<file path="src/rtl/ls_pkg.sv">
// Shared definitions for the load/store arbiter: default widths, FSM encoding
// and the A-channel opcode bit position.
package ls_pkg;

   localparam int A_CHANNEL_SIZE_DEF = 55;
   localparam int D_CHANNEL_SIZE_DEF = 47;
   localparam int LOAD_WORD_DEF      = 22;
   localparam int STORE_WORD_DEF     = 54;
   localparam int RESP_WORD_DEF      = 45;
   localparam int MAX_OUT_DEF        = 4;
   localparam int A_OP_BIT_DEF       = A_CHANNEL_SIZE_DEF - 1;

   typedef enum logic [1:0] {
      ST_IDLE  = 2'd0,
      ST_FETCH = 2'd1,
      ST_SEND  = 2'd2
   } state_t;

   typedef enum logic {
      SRC_LOAD  = 1'b0,
      SRC_STORE = 1'b1
   } src_t;

   // The opcode (1 = store) always sits in the MSB of the A-channel word.
   function automatic int op_bit(input int a_size);
      return a_size - 1;
   endfunction

endpackage

</file>
<file path="src/rtl/rr_pick2.sv">
// Two-requester round-robin picker: on contention the requester that did not
// win last time is granted. req[0]/grant[0] = load, req[1]/grant[1] = store.
module rr_pick2 (
   input  logic [1:0] req,
   input  logic       last,
   output logic [1:0] grant
);

   always_comb begin
      grant = req;
      // last = 1 means store won previously, so load gets the tie.
      if (req == 2'b11) begin
         grant = last ? 2'b01 : 2'b10;
      end
   end

endmodule

</file>
<file path="src/rtl/ls_arbiter.sv">
// Arbitrates load and store FIFOs onto a single A-channel master, limits the
// number of in-flight requests and forwards D-channel responses to a FIFO.
module ls_arbiter
   import ls_pkg::*;
#(
   parameter int A_CHANNEL_SIZE = A_CHANNEL_SIZE_DEF,
   parameter int D_CHANNEL_SIZE = D_CHANNEL_SIZE_DEF,
   parameter int LOAD_WORD      = LOAD_WORD_DEF,
   parameter int STORE_WORD     = STORE_WORD_DEF,
   parameter int RESP_WORD      = RESP_WORD_DEF,
   parameter int MAX_OUT        = MAX_OUT_DEF
) (
   input  logic                      clk,
   input  logic                      reset,
   input  logic                      load_fifo_empty_signal,
   input  logic                      store_fifo_empty_signal,
   input  logic [LOAD_WORD-1:0]      fifo_output_load,
   input  logic [STORE_WORD-1:0]     fifo_output_store,
   output logic                      read_load_fifo_signal,
   output logic                      read_store_fifo_signal,
   output logic [A_CHANNEL_SIZE-1:0] a_channel,
   output logic                      a_valid,
   input  logic                      a_ready,
   input  logic [D_CHANNEL_SIZE-1:0] d_channel,
   input  logic                      d_valid,
   output logic                      d_ready,
   input  logic                      response_fifo_full_signal,
   output logic                      response_fifo_signal,
   output logic [RESP_WORD-1:0]      fifo_input_response,
   output logic [3:0]                outstanding,
   output logic                      busy
);

   localparam int         OP_BIT    = op_bit(A_CHANNEL_SIZE);
   localparam logic [3:0] MAX_OUT_L = 4'(MAX_OUT);

   state_t                    state_q, state_d;
   src_t                      src_q, src_d;
   src_t                      last_q, last_d;
   logic [A_CHANNEL_SIZE-1:0] a_channel_q, a_channel_d;
   logic [3:0]                out_q, out_d;

   logic [1:0] req;
   logic [1:0] grant;
   logic       can_grant;
   logic       issue;
   logic       resp_accept;
   logic       d_unused;

   assign req       = {~store_fifo_empty_signal, ~load_fifo_empty_signal};
   assign can_grant = (out_q < MAX_OUT_L);
   assign d_unused  = ^d_channel[D_CHANNEL_SIZE-1:RESP_WORD];

   rr_pick2 u_pick (
      .req   (req),
      .last  (last_q),
      .grant (grant)
   );

   always_ff @(posedge clk) begin
      if (reset) begin
         state_q     <= ST_IDLE;
         src_q       <= SRC_LOAD;
         last_q      <= SRC_STORE;
         a_channel_q <= '0;
         out_q       <= '0;
      end else begin
         state_q     <= state_d;
         src_q       <= src_d;
         last_q      <= last_d;
         a_channel_q <= a_channel_d;
         out_q       <= out_d;
      end
   end

   always_comb begin
      state_d     = state_q;
      src_d       = src_q;
      last_d      = last_q;
      a_channel_d = a_channel_q;
      case (state_q)
         ST_IDLE: begin
            if (can_grant && (grant != 2'b00)) begin
               src_d   = grant[1] ? SRC_STORE : SRC_LOAD;
               last_d  = src_d;
               state_d = ST_FETCH;
            end
         end
         ST_FETCH: begin
            // FIFO read data is valid this cycle, one cycle after the pulse.
            a_channel_d = '0;
            if (src_q == SRC_STORE) begin
               a_channel_d[STORE_WORD-1:0] = fifo_output_store;
               a_channel_d[OP_BIT]         = 1'b1;
            end else begin
               a_channel_d[LOAD_WORD-1:0]  = fifo_output_load;
            end
            state_d = ST_SEND;
         end
         ST_SEND: begin
            if (a_ready) begin
               state_d = ST_IDLE;
            end
         end
         default: state_d = ST_IDLE;
      endcase
   end

   always_comb begin
      read_load_fifo_signal  = 1'b0;
      read_store_fifo_signal = 1'b0;
      if (!reset && (state_q == ST_IDLE) && can_grant) begin
         read_load_fifo_signal  = grant[0];
         read_store_fifo_signal = grant[1];
      end
      a_valid              = (state_q == ST_SEND);
      a_channel            = a_channel_q;
      d_ready              = ~response_fifo_full_signal;
      response_fifo_signal = resp_accept & ~reset;
      fifo_input_response  = d_channel[RESP_WORD-1:0];
      outstanding          = out_q;
      busy                 = (state_q != ST_IDLE) || (out_q != 4'd0);
   end

   assign issue       = (state_q == ST_SEND) && a_ready;
   assign resp_accept = d_valid && ~response_fifo_full_signal;

   // A response with nothing in flight is still forwarded; the count saturates at 0.
   always_comb begin
      out_d = out_q;
      if (issue && !resp_accept) begin
         out_d = out_q + 4'd1;
      end else if (!issue && resp_accept && (out_q != 4'd0)) begin
         out_d = out_q - 4'd1;
      end
   end

endmodule

</file>
<file path="config.mk">
export PLATFORM = sky130hd
export DESIGN_NAME = ls_arbiter
export DESIGN_NICKNAME = d
export VERILOG_FILES = /design/src/rtl/ls_pkg.sv /design/src/rtl/rr_pick2.sv /design/src/rtl/ls_arbiter.sv
export SDC_FILE = /design/constraint.sdc
export NUM_CORES = 1
export LEC_CHECK = 0
export CORE_MARGIN = 5
export CORE_UTILIZATION = 33
export CTS_BUF_LIST = sky130_fd_sc_hd__clkbuf_16
export CTS_CLUSTER_DIAMETER = 50
export CTS_CLUSTER_SIZE = 14
export DETAILED_ROUTE_END_ITERATION = 12
export PLACE_DENSITY = 0.85
export SYNTH_ARGS = -nofsm -noshare
export SYNTH_HDL_FRONTEND = slang
export SYNTH_HIERARCHICAL = 1
export SYNTH_SLANG_ARGS = --single-unit
</file>
<file path="constraint.sdc">
create_clock -name clk -period 2.9 [get_ports clk]
set_clock_uncertainty 0.1 [all_clocks]
set_input_delay 0.87 -clock clk [delete_from_list [all_inputs] [get_ports clk]]
set_output_delay 0.87 -clock clk [all_outputs]
set_load 0.05 [all_outputs]
</file>
==> flow_metrics.env <==
export IMPL_hold_depth=2
export IMPL_netlist_area_um2=2960
export IMPL_yosysSeqAreaShare_pct=42.6
export IMPL_dieArea_um2=11000
export IMPL_final_cell_count_no_fill=566
export IMPL_grt_max_degree=78
export IMPL_maxSlewViolCount=0
export IMPL_crit_arrival_ns=1.86
export IMPL_setup_tns_ns=0
export IMPL_r2r_start="state_q[1]"
export IMPL_leakage_nw=1.63
export IMPL_area_growth_pct=55.4
export IMPL_worstPathCellList="clkdlybuf4s50_1 -> inv_1 -> a21boi_2 -> and2_1 -> buf_12"
export IMPL_fmax_ghz=0.354
export IMPL_port_buffers=147
export IMPL_drv_cap=0
export IMPL_nets=586
export IMPL_synth_edf_count=0
export IMPL_dr_pass1_iters=4
export IMPL_critPathBufInv=3
export IMPL_syn_avg_cell_area_um2=8.41
export IMPL_cts_hold_buf=0
export IMPL_yosysWarnings=6
export IMPL_syn_nets=485
export IMPL_dp_cells=550
export IMPL_start_util_pct=33.9
export IMPL_worst_pin_slew_ns=0.723
export IMPL_antenna_found_initial=0
export IMPL_endpoint_kind="output port"
export IMPL_cp_slowest_cell="clkdlybuf4s50_1"
export IMPL_grt_pass1_wl_mm=13.3
export IMPL_r2r_end="outstanding[3]"
export IMPL_status="finished, final reports clean"
export IMPL_diodes=0
export IMPL_cp_start_kind="primary input"
export IMPL_max_clock_path_buffers=2
export IMPL_layout_commonest_cell="clkdlybuf4s50_1"
export IMPL_die_y_um=105
export IMPL_max_slew_margin_pct=51.8
export IMPL_timing_reg2reg_setup_slack_ns=0.74
export IMPL_cellPowerDensity_nw_per_um2=889
export IMPL_period_minus_slack_ns=2.83
export IMPL_hp_start="a_channel[51]"
export IMPL_insertion_delay_ns=0.31
export IMPL_final_cell_mix="clkdlybuf4s50_1 (141), dfxtp_1 (62), nand2_1 (37), a21oi_1 (37), nand3_1 (36)"
export IMPL_vdd_drop_max_uv=499
export IMPL_regArea_um2=1260
export IMPL_async_flop_share_pct=0
export IMPL_critical_path_required_ns=1.93
export IMPL_cts_buffers_inserted=9
export IMPL_overflow=0
export IMPL_pin_count=240
export IMPL_root_buffer="clkbuf_16"
export IMPL_max_stage_delay_ns=0.40
export IMPL_worst_hold_path_endpoint="a_channel[51]"
export IMPL_remaining_drc_errors=0
export IMPL_dp_hpwl_mm=6.16
export IMPL_hold_path_class="reg -> reg"
export IMPL_coreArea_um2=8720
export IMPL_finalSetupViolations=0
export IMPL_wl_per_cell_um=14.3
export IMPL_cts_tree="yes"
export IMPL_rsz0062_at_grt="true"
export IMPL_gp_congestion=0.761
export IMPL_multi_input_area_um2=1260
export IMPL_cp_max_fo=2
export IMPL_drt_iter0_markers=78
export IMPL_vias_per_cell=4.88
export IMPL_ant_nets=0
export IMPL_dr_total_vias=2763
export IMPL_clock_sink_count=63
export IMPL_yosysUniqueCellTypes=36
export IMPL_drt_total_wl_mm=8.10
export IMPL_grt_pass1_vias=2723
export IMPL_hold_viol=0
export IMPL_drive_gt1_share_pct=8.52
export IMPL_synth_ff_type="dfxtp_1"
export IMPL_period_share_pct=97.5
export IMPL_p_total_mw=4.09
export IMPL_path_delay_family="buffers and inverters"
export IMPL_ys_seq_elements=63
export IMPL_reg2regPathDepth=8
export IMPL_gr_usage_all_layers_pct=14.5
export IMPL_netlist_instances=352
export IMPL_clk_pin_slew_ns=0.05
export IMPL_die_w_um=105
export IMPL_n_fill_cell=780
export IMPL_worstSetupPathType="in -> out"
export IMPL_cts_htree_levels=3
export IMPL_rows=34
==> what timing repair did <==
item,in CTS,in global routing
setup buffers,0,0
endpoints found under the hold margin,0,0
endpoints found under the setup margin,1,2
resized for setup,1,4
==> stage by stage <==
stage	setup WS (ns)	cell area (um^2)	hold slack [ns]	utilization (%)
2_1_floorplan	0.00437	2960	0.372	-
3_3_place_gp	-0.0403	4280	0.338	49.0
3_5_place_dp	-0.103	4280	0.344	49.0
4_1_cts	0.00369	4590	0.350	52.6
5_1_grt	-0.00368	4600	0.370	52.7
6_report	0.0739	4600	0.346	52.7
==> kinds of logic after synthesis <==
logic type | Yosys count | share of synthesized area [%]
and+or+nand+nor | 118 | 18.4
buffers and inverters | 76 | 15.5
AOI/OAI and AO/OA | 69 | 14.2
DFF | 63 | 42.6
muxes | 22 | 7.44
adders and majority gates | 3 | 1.52
xor gates and xnor gates | 1 | 0.296
==> flip-flops by register name, summed over array words and instances (netlist names) <==
signal and cells:
a_channel 55, state_q 2, src_q 1, outstanding 4
last_q 1
==> tightest hold or removal path: cells and delay by family (launching register included) <==
kind / cells / cell delay (ns)
AOI/OAI and AO/OA: 1 / 0.05
and+or+nand+nor: 1 / 0.05
DFF: 1 / 0.30
==> report_power, final <==
group | switching (mW) | internal, mW
sequential | 0.153 | 1.03
clock | 0.370 | 0.747
combinational | 1.11 | 0.679
total | 1.64 | 2.45
==> cell type report <==
cell class	instances	area share, %
clock buffers	9	4.90
clock inverters	7	1.96
inverters	5	0.408
multi-input cells	213	27.3
flip-flops and latches	63	27.4
well taps	108	2.94
repair buffers	161	35.0
==> cells in the mapped netlist, drive strengths merged (2+ instances only) <==
cell type | n | area [um^2]
a21oi | 37 | 185
mux2i | 22 | 220
nor4 | 2 | 12.5
nand3 | 36 | 180
a21boi | 2 | 15.0
inv | 5 | 18.8
ha | 2 | 25.0
clkbuf | 19 | 71.3
nor2b | 2 | 12.5
buf | 52 | 369
or3 | 2 | 17.5
dfxtp | 63 | 1260
nand2b | 3 | 18.8
nor3 | 2 | 10.0
a211oi | 22 | 165
and2 | 3 | 18.8
o21ai | 3 | 15.0
nand2 | 37 | 139
nor2 | 26 | 97.6
==> worst max path at each step <==
stage                                       start                      to  slack [ns]  cells after the start
after CTS                  load_fifo_empty_signal  read_store_fifo_signal       0.004                      5
after global placement                    a_ready          outstanding[3]       -0.04                      9
after floorplan                             reset    response_fifo_signal       0.004                      3
after detailed placement                  a_ready          outstanding[3]       -0.10                      9
after global routing       load_fifo_empty_signal   read_load_fifo_signal      -0.004                      5
final                     store_fifo_empty_signal  read_store_fifo_signal        0.07                      5
==> layer usage <==
metal	wire length (um)	GRT usage, %	vias to the layer above
met5	0	0	-
met4	176	5.66	0
met3	907	6.97	25
met2	3870	23.8	139
met1	3150	16.3	1229
li1	-	-	1370
No activity file was read; power rests on OpenSTA's default activity.
